===== src/rtl/led_current_dac_sched_pkg.sv =====
// Shared types and constants for the LED current DAC scheduler.
// Holds the state encoding, the channel and frame sizes, and the code saturation helper.
package led_current_dac_sched_pkg;

    localparam int          NCH         = 8;
    localparam int          CH_W        = 3;
    localparam int          FRAME_W     = 16;
    localparam logic [3:0]  READED_NONE = 4'b1000;

    typedef enum logic [2:0] {
        IDLE,
        SETUP,
        SHIFT,
        HOLD,
        ACK,
        GAP
    } state_t;

    // Codes wider than 8 bits clamp to full scale instead of wrapping.
    function automatic logic [7:0] sat_code(input logic [FRAME_W-1:0] cur);
        return (cur[15:8] == 8'h00) ? cur[7:0] : 8'hFF;
    endfunction

endpackage


===== src/rtl/led_current_dac_sched_if.sv =====
// Link between the current-setting block and the DAC scheduler:
// change flags and current codes in, per-channel delivery acknowledge out.
interface led_current_dac_sched_if;
    import led_current_dac_sched_pkg::*;

    logic                   enable;
    logic [NCH-1:0]         change;
    logic [NCH*FRAME_W-1:0] RDCurrent1d;
    logic [3:0]             readed;

    modport master (output enable, output change, output RDCurrent1d, input readed);
    modport slave  (input enable, input change, input RDCurrent1d, output readed);

endinterface


===== src/rtl/led_current_dac_sched_rr_arb8.sv =====
// Round-robin pick of one of 8 requests, searching ptr+1, ptr+2, ... (mod 8).
// Latency: purely combinational.
// Backpressure: none; the caller decides when the grant is used.
module rr_arb8
    import led_current_dac_sched_pkg::*;
(
    input  logic [NCH-1:0]  req,
    input  logic [CH_W-1:0] ptr,
    output logic            gnt_vld,
    output logic [CH_W-1:0] gnt
);

    logic [CH_W-1:0] idx;

    // Scanning from the farthest position back means the nearest request is written last and wins.
    always_comb begin
        gnt_vld = 1'b0;
        gnt     = '0;
        idx     = '0;
        for (int i = NCH; i >= 1; i--) begin
            idx = ptr + CH_W'(i);
            if (req[idx]) begin
                gnt_vld = 1'b1;
                gnt     = idx;
            end
        end
    end

endmodule


===== src/rtl/led_current_dac_sched.sv =====
// Sends pending LED current codes to the serial DAC, one round-robin channel per frame, then acknowledges it.
// Latency: cs_n falls 1 clk after the grant; a slot lasts 34*CLK_DIV + 1 + GAP_CYC clk after the grant.
// Backpressure: new grants need enable and an idle FSM; a frame in flight always completes.
module led_current_dac_sched
    import led_current_dac_sched_pkg::*;
#(
    parameter int         CLK_DIV = 4,
    parameter int         GAP_CYC = 2,
    parameter logic [3:0] CMD     = 4'h3
) (
    input  logic                   clk,
    input  logic                   reset,
    led_current_dac_sched_if.slave cur,
    output logic                   dac_cs_n,
    output logic                   dac_sclk,
    output logic                   dac_mosi,
    output logic                   busy
);

    localparam int CNT_MAX = (2 * CLK_DIV > GAP_CYC) ? 2 * CLK_DIV : GAP_CYC;
    localparam int CNT_W   = $clog2(CNT_MAX + 1);
    localparam logic [CNT_W-1:0] HALF_LAST = CNT_W'(CLK_DIV - 1);
    localparam logic [CNT_W-1:0] BIT_LAST  = CNT_W'(2 * CLK_DIV - 1);
    localparam logic [CNT_W-1:0] GAP_LAST  = CNT_W'(GAP_CYC - 1);

    state_t               state_q, state_d;
    logic [CNT_W-1:0]     cnt_q, cnt_d;
    logic [3:0]           bit_q, bit_d;
    logic [CH_W-1:0]      ptr_q, ptr_d;
    logic [CH_W-1:0]      ch_q, ch_d;
    logic [FRAME_W-1:0]   frame_q, frame_d;
    logic                 cs_n_q, cs_n_d;
    logic                 sclk_q, sclk_d;
    logic                 mosi_q, mosi_d;

    logic                 gnt_vld;
    logic [CH_W-1:0]      gnt;
    logic [7:0]           gnt_code;
    logic [7:0]           live_code;

    rr_arb8 u_arb (
        .req     (cur.change),
        .ptr     (ptr_q),
        .gnt_vld (gnt_vld),
        .gnt     (gnt)
    );

    assign gnt_code  = sat_code(cur.RDCurrent1d[{gnt, 4'b0000} +: FRAME_W]);
    assign live_code = sat_code(cur.RDCurrent1d[{ch_q, 4'b0000} +: FRAME_W]);

    // Only acknowledge if the DAC now holds what the channel currently asks for.
    assign cur.readed = (state_q == ACK && live_code == frame_q[7:0]) ? {1'b0, ch_q} : READED_NONE;
    assign busy       = (state_q != IDLE);
    assign dac_cs_n   = cs_n_q;
    assign dac_sclk   = sclk_q;
    assign dac_mosi   = mosi_q;

    always_comb begin
        state_d = state_q;
        cnt_d   = cnt_q;
        bit_d   = bit_q;
        ptr_d   = ptr_q;
        ch_d    = ch_q;
        frame_d = frame_q;
        cs_n_d  = cs_n_q;
        sclk_d  = sclk_q;
        mosi_d  = mosi_q;
        unique case (state_q)
            IDLE: begin
                cs_n_d = 1'b1;
                sclk_d = 1'b0;
                mosi_d = 1'b0;
                if (cur.enable && gnt_vld) begin
                    ch_d    = gnt;
                    ptr_d   = gnt;
                    frame_d = {CMD, 1'b0, gnt, gnt_code};
                    cs_n_d  = 1'b0;
                    mosi_d  = CMD[3];
                    cnt_d   = '0;
                    state_d = SETUP;
                end
            end
            SETUP: begin
                if (cnt_q == HALF_LAST) begin
                    cnt_d   = '0;
                    bit_d   = 4'd15;
                    state_d = SHIFT;
                end else begin
                    cnt_d = cnt_q + CNT_W'(1);
                end
            end
            SHIFT: begin
                if (cnt_q == BIT_LAST) begin
                    cnt_d  = '0;
                    sclk_d = 1'b0;
                    if (bit_q == 4'd0) begin
                        state_d = HOLD;
                    end else begin
                        bit_d  = bit_q - 4'd1;
                        mosi_d = frame_q[bit_q - 4'd1];
                    end
                end else begin
                    cnt_d = cnt_q + CNT_W'(1);
                    if (cnt_q == HALF_LAST) begin
                        sclk_d = 1'b1;
                    end
                end
            end
            HOLD: begin
                if (cnt_q == HALF_LAST) begin
                    cnt_d   = '0;
                    cs_n_d  = 1'b1;
                    mosi_d  = 1'b0;
                    state_d = ACK;
                end else begin
                    cnt_d = cnt_q + CNT_W'(1);
                end
            end
            ACK: begin
                cnt_d   = '0;
                state_d = GAP;
            end
            GAP: begin
                if (cnt_q == GAP_LAST) begin
                    state_d = IDLE;
                end else begin
                    cnt_d = cnt_q + CNT_W'(1);
                end
            end
            default: state_d = IDLE;
        endcase
    end

    always_ff @(posedge clk) begin
        if (!reset) begin
            state_q <= IDLE;
            cnt_q   <= '0;
            bit_q   <= '0;
            ptr_q   <= CH_W'(NCH - 1);
            ch_q    <= '0;
            frame_q <= '0;
            cs_n_q  <= 1'b1;
            sclk_q  <= 1'b0;
            mosi_q  <= 1'b0;
        end else begin
            state_q <= state_d;
            cnt_q   <= cnt_d;
            bit_q   <= bit_d;
            ptr_q   <= ptr_d;
            ch_q    <= ch_d;
            frame_q <= frame_d;
            cs_n_q  <= cs_n_d;
            sclk_q  <= sclk_d;
            mosi_q  <= mosi_d;
        end
    end

endmodule

===== src/flat_wrapper.sv =====
// flat-port wrapper written by rule: the top's interface ports become plain ports
module led_current_dac_sched_flat import led_current_dac_sched_pkg::*;
#(
    parameter int         CLK_DIV = 4,
    parameter int         GAP_CYC = 2,
    parameter logic [3:0] CMD     = 4'h3
)
  (clk, reset, dac_cs_n, dac_sclk, dac_mosi, busy, cur_enable, cur_change, cur_RDCurrent1d, cur_readed);
  led_current_dac_sched_if cur_i ();
  input  logic clk;
  input  logic reset;
  output logic dac_cs_n;
  output logic dac_sclk;
  output logic dac_mosi;
  output logic busy;
  input wire logic [$bits(cur_i.enable)-1:0] cur_enable;
  input wire logic [$bits(cur_i.change)-1:0] cur_change;
  input wire logic [$bits(cur_i.RDCurrent1d)-1:0] cur_RDCurrent1d;
  output wire logic [$bits(cur_i.readed)-1:0] cur_readed;
  assign cur_i.enable = cur_enable;
  assign cur_i.change = cur_change;
  assign cur_i.RDCurrent1d = cur_RDCurrent1d;
  assign cur_readed = cur_i.readed;
  led_current_dac_sched #(.CLK_DIV(CLK_DIV), .GAP_CYC(GAP_CYC), .CMD(CMD)) u_core (.clk(clk), .reset(reset), .cur(cur_i), .dac_cs_n(dac_cs_n), .dac_sclk(dac_sclk), .dac_mosi(dac_mosi), .busy(busy));
endmodule

===== config.mk =====
export PLATFORM = sky130hd
export DESIGN_NAME = led_current_dac_sched_flat
export DESIGN_NICKNAME = d
export VERILOG_FILES = /design/src/rtl/led_current_dac_sched_pkg.sv /design/src/rtl/led_current_dac_sched_if.sv /design/src/rtl/led_current_dac_sched_rr_arb8.sv /design/src/rtl/led_current_dac_sched.sv /design/src/flat_wrapper.sv
export SDC_FILE = /design/constraint.sdc
export NUM_CORES = 1
export LEC_CHECK = 0
export CORE_MARGIN = 10
export CORE_UTILIZATION = 45
export DETAILED_ROUTE_END_ITERATION = 8
export GPL_TIMING_DRIVEN = 0
export PLACE_DENSITY_LB_ADDON = 0.2
export SYNTH_ARGS = -nofsm -noshare
export SYNTH_HDL_FRONTEND = slang
export SYNTH_HIERARCHICAL = 1
export SYNTH_SLANG_ARGS = --single-unit

===== constraint.sdc =====
create_clock -name clk -period 5.35 [get_ports clk]
set_input_delay 1.07 -clock clk [delete_from_list [all_inputs] [get_ports clk]]
set_output_delay 1.07 -clock clk [all_outputs]
set_load 0.05 [all_outputs]

# --- Word level (Yosys, flattened, before mapping) ---
# Cells that the tools add are included.
op_classes:
  n_shift: 2
  n_eq_ne: 18
  n_reduce_logical: 20
  muxes: 62
  order_cmp: 9
  add_sub_neg: 9
op_table:
  columns: ["op", "count"]
  rows:
  - ["$shiftx 128x8->16", 2]
  - ["$mux 3", 14]
  - ["$lt 3x4->1 const B", 8]
  - ["$mux 4", 8]
  - ["$bmux 1 s3", 8]
  - ["$mux 1", 23]
  - ["$pmux 4 s5", 1]
  - ["$pmux 3 s6", 1]
  - ["$logic_not 8->1", 2]
  - ["$mux 8", 2]
  - ["$add 3x3->3 const B", 4]
  - ["$ne 2x1->1 const B", 6]
  - ["$eq 8x8->1", 1]
  - ["$pmux 4 s2", 1]
  - ["$reduce_and 4->1", 2]
  - ["$add 3x2->3 const B", 2]
  - ["$eq 3x2->1 const B", 2]
  - ["$eq 3x3->1 const B", 2]
  - ["$reduce_and 2->1", 3]
  - ["$reduce_and 6->1", 1]
  - ["$reduce_bool 2->1", 3]
  - ["$reduce_bool 3->1", 2]
  - ["$lt 4x5->1 const B", 1]
  - ["$reduce_bool 5->1", 1]
  - ["17 further kinds", 20]
word_totals:
  ff_bits: 32

# --- Longest topological paths before layout ---
logic_depth:
  depth_word: 13
  ltp_mapped: 15

# --- Cells and area by module ---
# The synthesis kept the hierarchy.
modules_own_cells:
  columns: ["module", "cells_each", "area_per_inst_um2", "seq_area_each_um2", "instances"]
  rows:
  - ["led_current_dac_sched", 308, 2916.5, 580.6, 1]
  - ["rr_arb8", 77, 674.4, 0.0, 1]

# --- Least setup slack after synthesis ---
# No wires, ideal clock.
synth_path:
  path_type: "input-to-output"
  startpoint: "input port cur_RDCurrent1d[108]"
  endpoint: "output port cur_readed[0]"
  n_path_buf: 0
  slack_ps: 147
  required_time_ps: 4280
  cell_stages: 7
  arrival_ps: 4133
  path_cell_list: "nor4_1 > nand3_1 > a41oi_2 > a22oi_1 > xor2_1 > or3_1 > nor4b_1"
synth_via:
  elab_chain_len: 6
synth_rtl:
  columns: ["item", "line_no", "source"]
  rows:
  - ["from (decl)", "flat_wrapper.sv:18", "input wire logic [$bits(cur_i.RDCurrent1d)-1:0] cur_RDCurrent1d;"]
  - ["$shiftx 128x8->16", "led_current_dac_sched.sv:49", "assign live_code = sat_code(cur.RDCurrent1d[{ch_q, 4'b0000} +: FRAME_W]);"]
  - ["$logic_not 8->1", "led_current_dac_sched_pkg.sv:21", "return (cur[15:8] == 8'h00) ? cur[7:0] : 8'hFF;"]
  - ["$mux 8", "led_current_dac_sched_pkg.sv:21", null]
  - ["$eq 8x8->1", "led_current_dac_sched.sv:52", "assign cur.readed = (state_q == ACK && live_code == frame_q[7:0]) ? {1'b0, ch_q} : READED_NONE;"]
  - ["$logic_and 1x1->1", "led_current_dac_sched.sv:52", null]
  - ["$mux 4", "led_current_dac_sched.sv:52", null]
  - ["to (decl)", "flat_wrapper.sv:19", "output wire logic [$bits(cur_i.readed)-1:0] cur_readed;"]
# Every way passes these cells.

# --- Worst setup path after layout ---
layout_path:
  startpoint: "input port cur_RDCurrent1d[124]"
  endpoint: "output port cur_readed[3]"
# The elaborated chain is that of the path after synthesis.

==> summary.txt <==
FF-to-FF path depth: 14
hold buffer count at cts: 0
Slew Limit Fails: 0
largest area contributor in the netlist: mux4_2
DRC: 0
Vias: 3,899
synth warn: 6
EDFF count, synth: 0
synthesis-stage register bit count: 29
VDD IR max: 0.000177 V
post-synthesis cell count: 385
Net Count, Synth: 529
# Max-Cap Violations: 0
FP Rows: 32
detailed placer's ending HPWL: 11,300 µm
clock buffer depth: 2
slew of the pin with the lowest slew margin: 0.869 ns
crit path capture type: output pin
Worst Hold End: u_core/frame_q[12]
PortBufs: 145
area fraction of the dominant cell type after synthesis: 0.232
initial antenna violation count: 0
CTS H-Tree Depth: 2
RSZ-0062 raised after global routing: no
ANT cells: 0
CTS Buf Count: 5
reg2reg start: u_core/ptr_q[1]
CTS tree: yes
initial DRC count: 281
Hold WC Path Type: reg -> reg
Fin Setup TNS: 0 ns
Clk pin slew, worst setup/hold paths: 0.06 ns
fill count: 613
min-delay src: u_core/frame_q[12]
share of synthesized registers carrying an async set or reset: 0
initial core utilization: 0.465
gr usage total: 0.223
Final Setup Violations: 0
layout cell share with drive strength beyond 1: 0.143
status: complete, no violations
Crit path required time: 4.28 ns
remaining global-route overflow: 0
vias per inst: 6.09
Max-Slew Margin vs Limit: 0.421
r2r setup slk: 0.48 ns
DIE AREA: 12,000 µm²
Fmax: 0.196 GHz
WHS Path Cells: 1
Tcrit/Tclk final: 0.955
Antenna Nets Post-Route: 0
Area Growth Syn to Fin: 47.5%
first-pass GRT wire length: 21,300 µm
CTS Root Cell: clkbuf_8
Critical Path AT: 4.04 ns
drt pass-1 iters: 5
Worst Skew: 0.00502 ns
sequential share of the synthesized area: 0.162
core area: 7730 µm²
I/O pin cnt: 147
Leakage: 1.86 nW
CTS Sinks: 29
Reg-to-Reg End: u_core/frame_q[5]
synth top area cells: mux4_2 (23%), dfxtp_1 (16%), mux4_1 (5.1%)
WL/cell: 21.2 µm
Mean Syn Cell Area: 9.33 µm²
chip width: 109 µm
CP Launch Type: input port
largest net degree at the start of global routing: 11
insertion delay of the later-clocked pin in the worst-skew pair: 0.28 ns
Routed WL: 13,600 µm
Setup CP Type: in -> out
Die Y: 109 µm
Post-Route Utilization: 0.686
power per cell area: 340 nW/µm²
layout net count: 681
mapped cell area: 3590 µm²
Final Critical Period: 5.11 ns
crit path max fanout: 7
endpoints failing hold: 0
top_reg_cell synth: dfxtp_1
setup fix buffers added after clock tree synthesis: 0
vias in the first global route: 4,217
routability cong.: 0.954
Cell variety after synth: 56
-- flip-flops by register name, summed over array words and instances (netlist names) --
name and count:
u_core/cnt_q 4, u_core/frame_q 10, u_core/ch_q 2, u_core/dac_mosi 1
u_core/bit_q 4, u_core/state_q 3, u_core/dac_cs_n 1, u_core/ptr_q 3
u_core/dac_sclk 1
-- synthesized netlist by cell type, drive strengths merged, types with 2 or more instances --
cell type   n
a21o        2
mux4       44
a221oi      3
nor3        5
a211oi      3
o31ai       2
or2         2
mux2i      19
nand4       3
nand2b      4
a21oi      16
nor3b       3
and2        6
nor2b       5
nand2      32
clkbuf     12
dfxtp      29
nor2       12
a22oi       4
a21boi      6
or3         5
o21ai      30
nor4       20
xor2        6
inv        19
nand3      22
o22ai       4
nor4b       2
buf        14
ha          5
a31oi      12
a41oi       3
xnor2       6
and3        3
mux2       10
-- critical path, stage by stage --
cell	delay (ns)
clkdlybuf4s50_1	0.40
nor4_1	0.44
nand4_1	0.23
a41oi_2	0.45
a22oi_1	0.15
xor2_1	0.17
or3_1	0.37
or3_1	0.32
dlygate4sd2_1	0.43
-- worst max-delay path by stage --
stage / from / to / slack, ns / depth (start not counted)
6_report: cur_RDCurrent1d[124] / cur_readed[3] / 0.24 / 9
5_1_grt: u_core/ptr_q[1] / u_core/frame_q[7] / 0.03 / 14
4_1_cts: cur_RDCurrent1d[60] / cur_readed[1] / 0.09 / 9
3_5_place_dp: cur_RDCurrent1d[92] / cur_readed[1] / -0.27 / 9
3_3_place_gp: cur_RDCurrent1d[104] / cur_readed[1] / -0.27 / 9
2_1_floorplan: cur_RDCurrent1d[108] / cur_readed[0] / 0.15 / 7
-- routing by layer --
layer | part of all wire | wire length, µm | vias up | global-route usage
met5 | 0 | 0 | - | 0
met3 | 0.11 | 1510 | 21 | 0.0837
met4 | 0.015 | 200 | 0 | 0.0548
met2 | 0.52 | 7090 | 215 | 0.397
li1 | - | - | 1836 | -
met1 | 0.35 | 4780 | 1827 | 0.246
-- cell type report --
cell class	count	area, µm²	area share
Sequential cell	29	581	0.110
Inverter	20	75.1	0.0142
Multi-Input combinational cell	310	2810	0.530
Timing Repair Buffer	145	1440	0.272
Clock buffer	7	86.3	0.0163
Tap cell	102	128	0.0241
Buffer	26	150	0.0283
Clock inverter	1	30.0	0.00567
-- per-stage QoR --
stage                     instance area [µm²]  setup slack, ns  hold slack [ns]  cells  power, mW
after global placement                   5170           -0.269            0.443    632       1.54
after detailed placement                 5170           -0.273            0.452    632       1.55
after global routing                     5300           0.0299            0.482    640       1.92
after floorplan                          3590            0.147            0.432    385       1.20
final                                    5300            0.240            0.466    640       1.80
after CTS                                5290           0.0915            0.466    640       1.79
-- cell families after synthesis --
family | Yosys count | share of synthesized area
buffers and inverters | 46 | 0.0627
AO/OA/AOI/OAI | 94 | 0.172
flip-flops | 29 | 0.162
AND/OR/NAND/NOR | 126 | 0.185
adder cells (fa/ha/maj) | 5 | 0.0174
XOR/XNOR | 12 | 0.0293
multiplexers | 73 | 0.372
-- layout by cell type, fill, tap and decap left out, types with 7 or more instances in the layout --
master and instances:
mux2i_1 18, a21oi_1 16, clkbuf_1 13, inv_1 19, nor2_1 12, clkdlybuf4s50_1 141, dfxtp_1 29, nand3_1 21
mux4_1 7, o21ai_0 30, mux4_2 37, a31oi_1 12, nor4_1 18, nand2_1 32, mux2_2 9
-- power breakdown --
part,total [mW],internal (mW),switching (mW)
Combinational,1.30,0.647,0.650
Clock,0.237,0.152,0.0852
Sequential,0.267,0.241,0.0264
-- timing repair --
action                                  CTS  global route
endpoints found under the setup margin    4             4
pin swaps                                 0             0
resized for setup                         6             7
(Power assumes the default switching activity.)
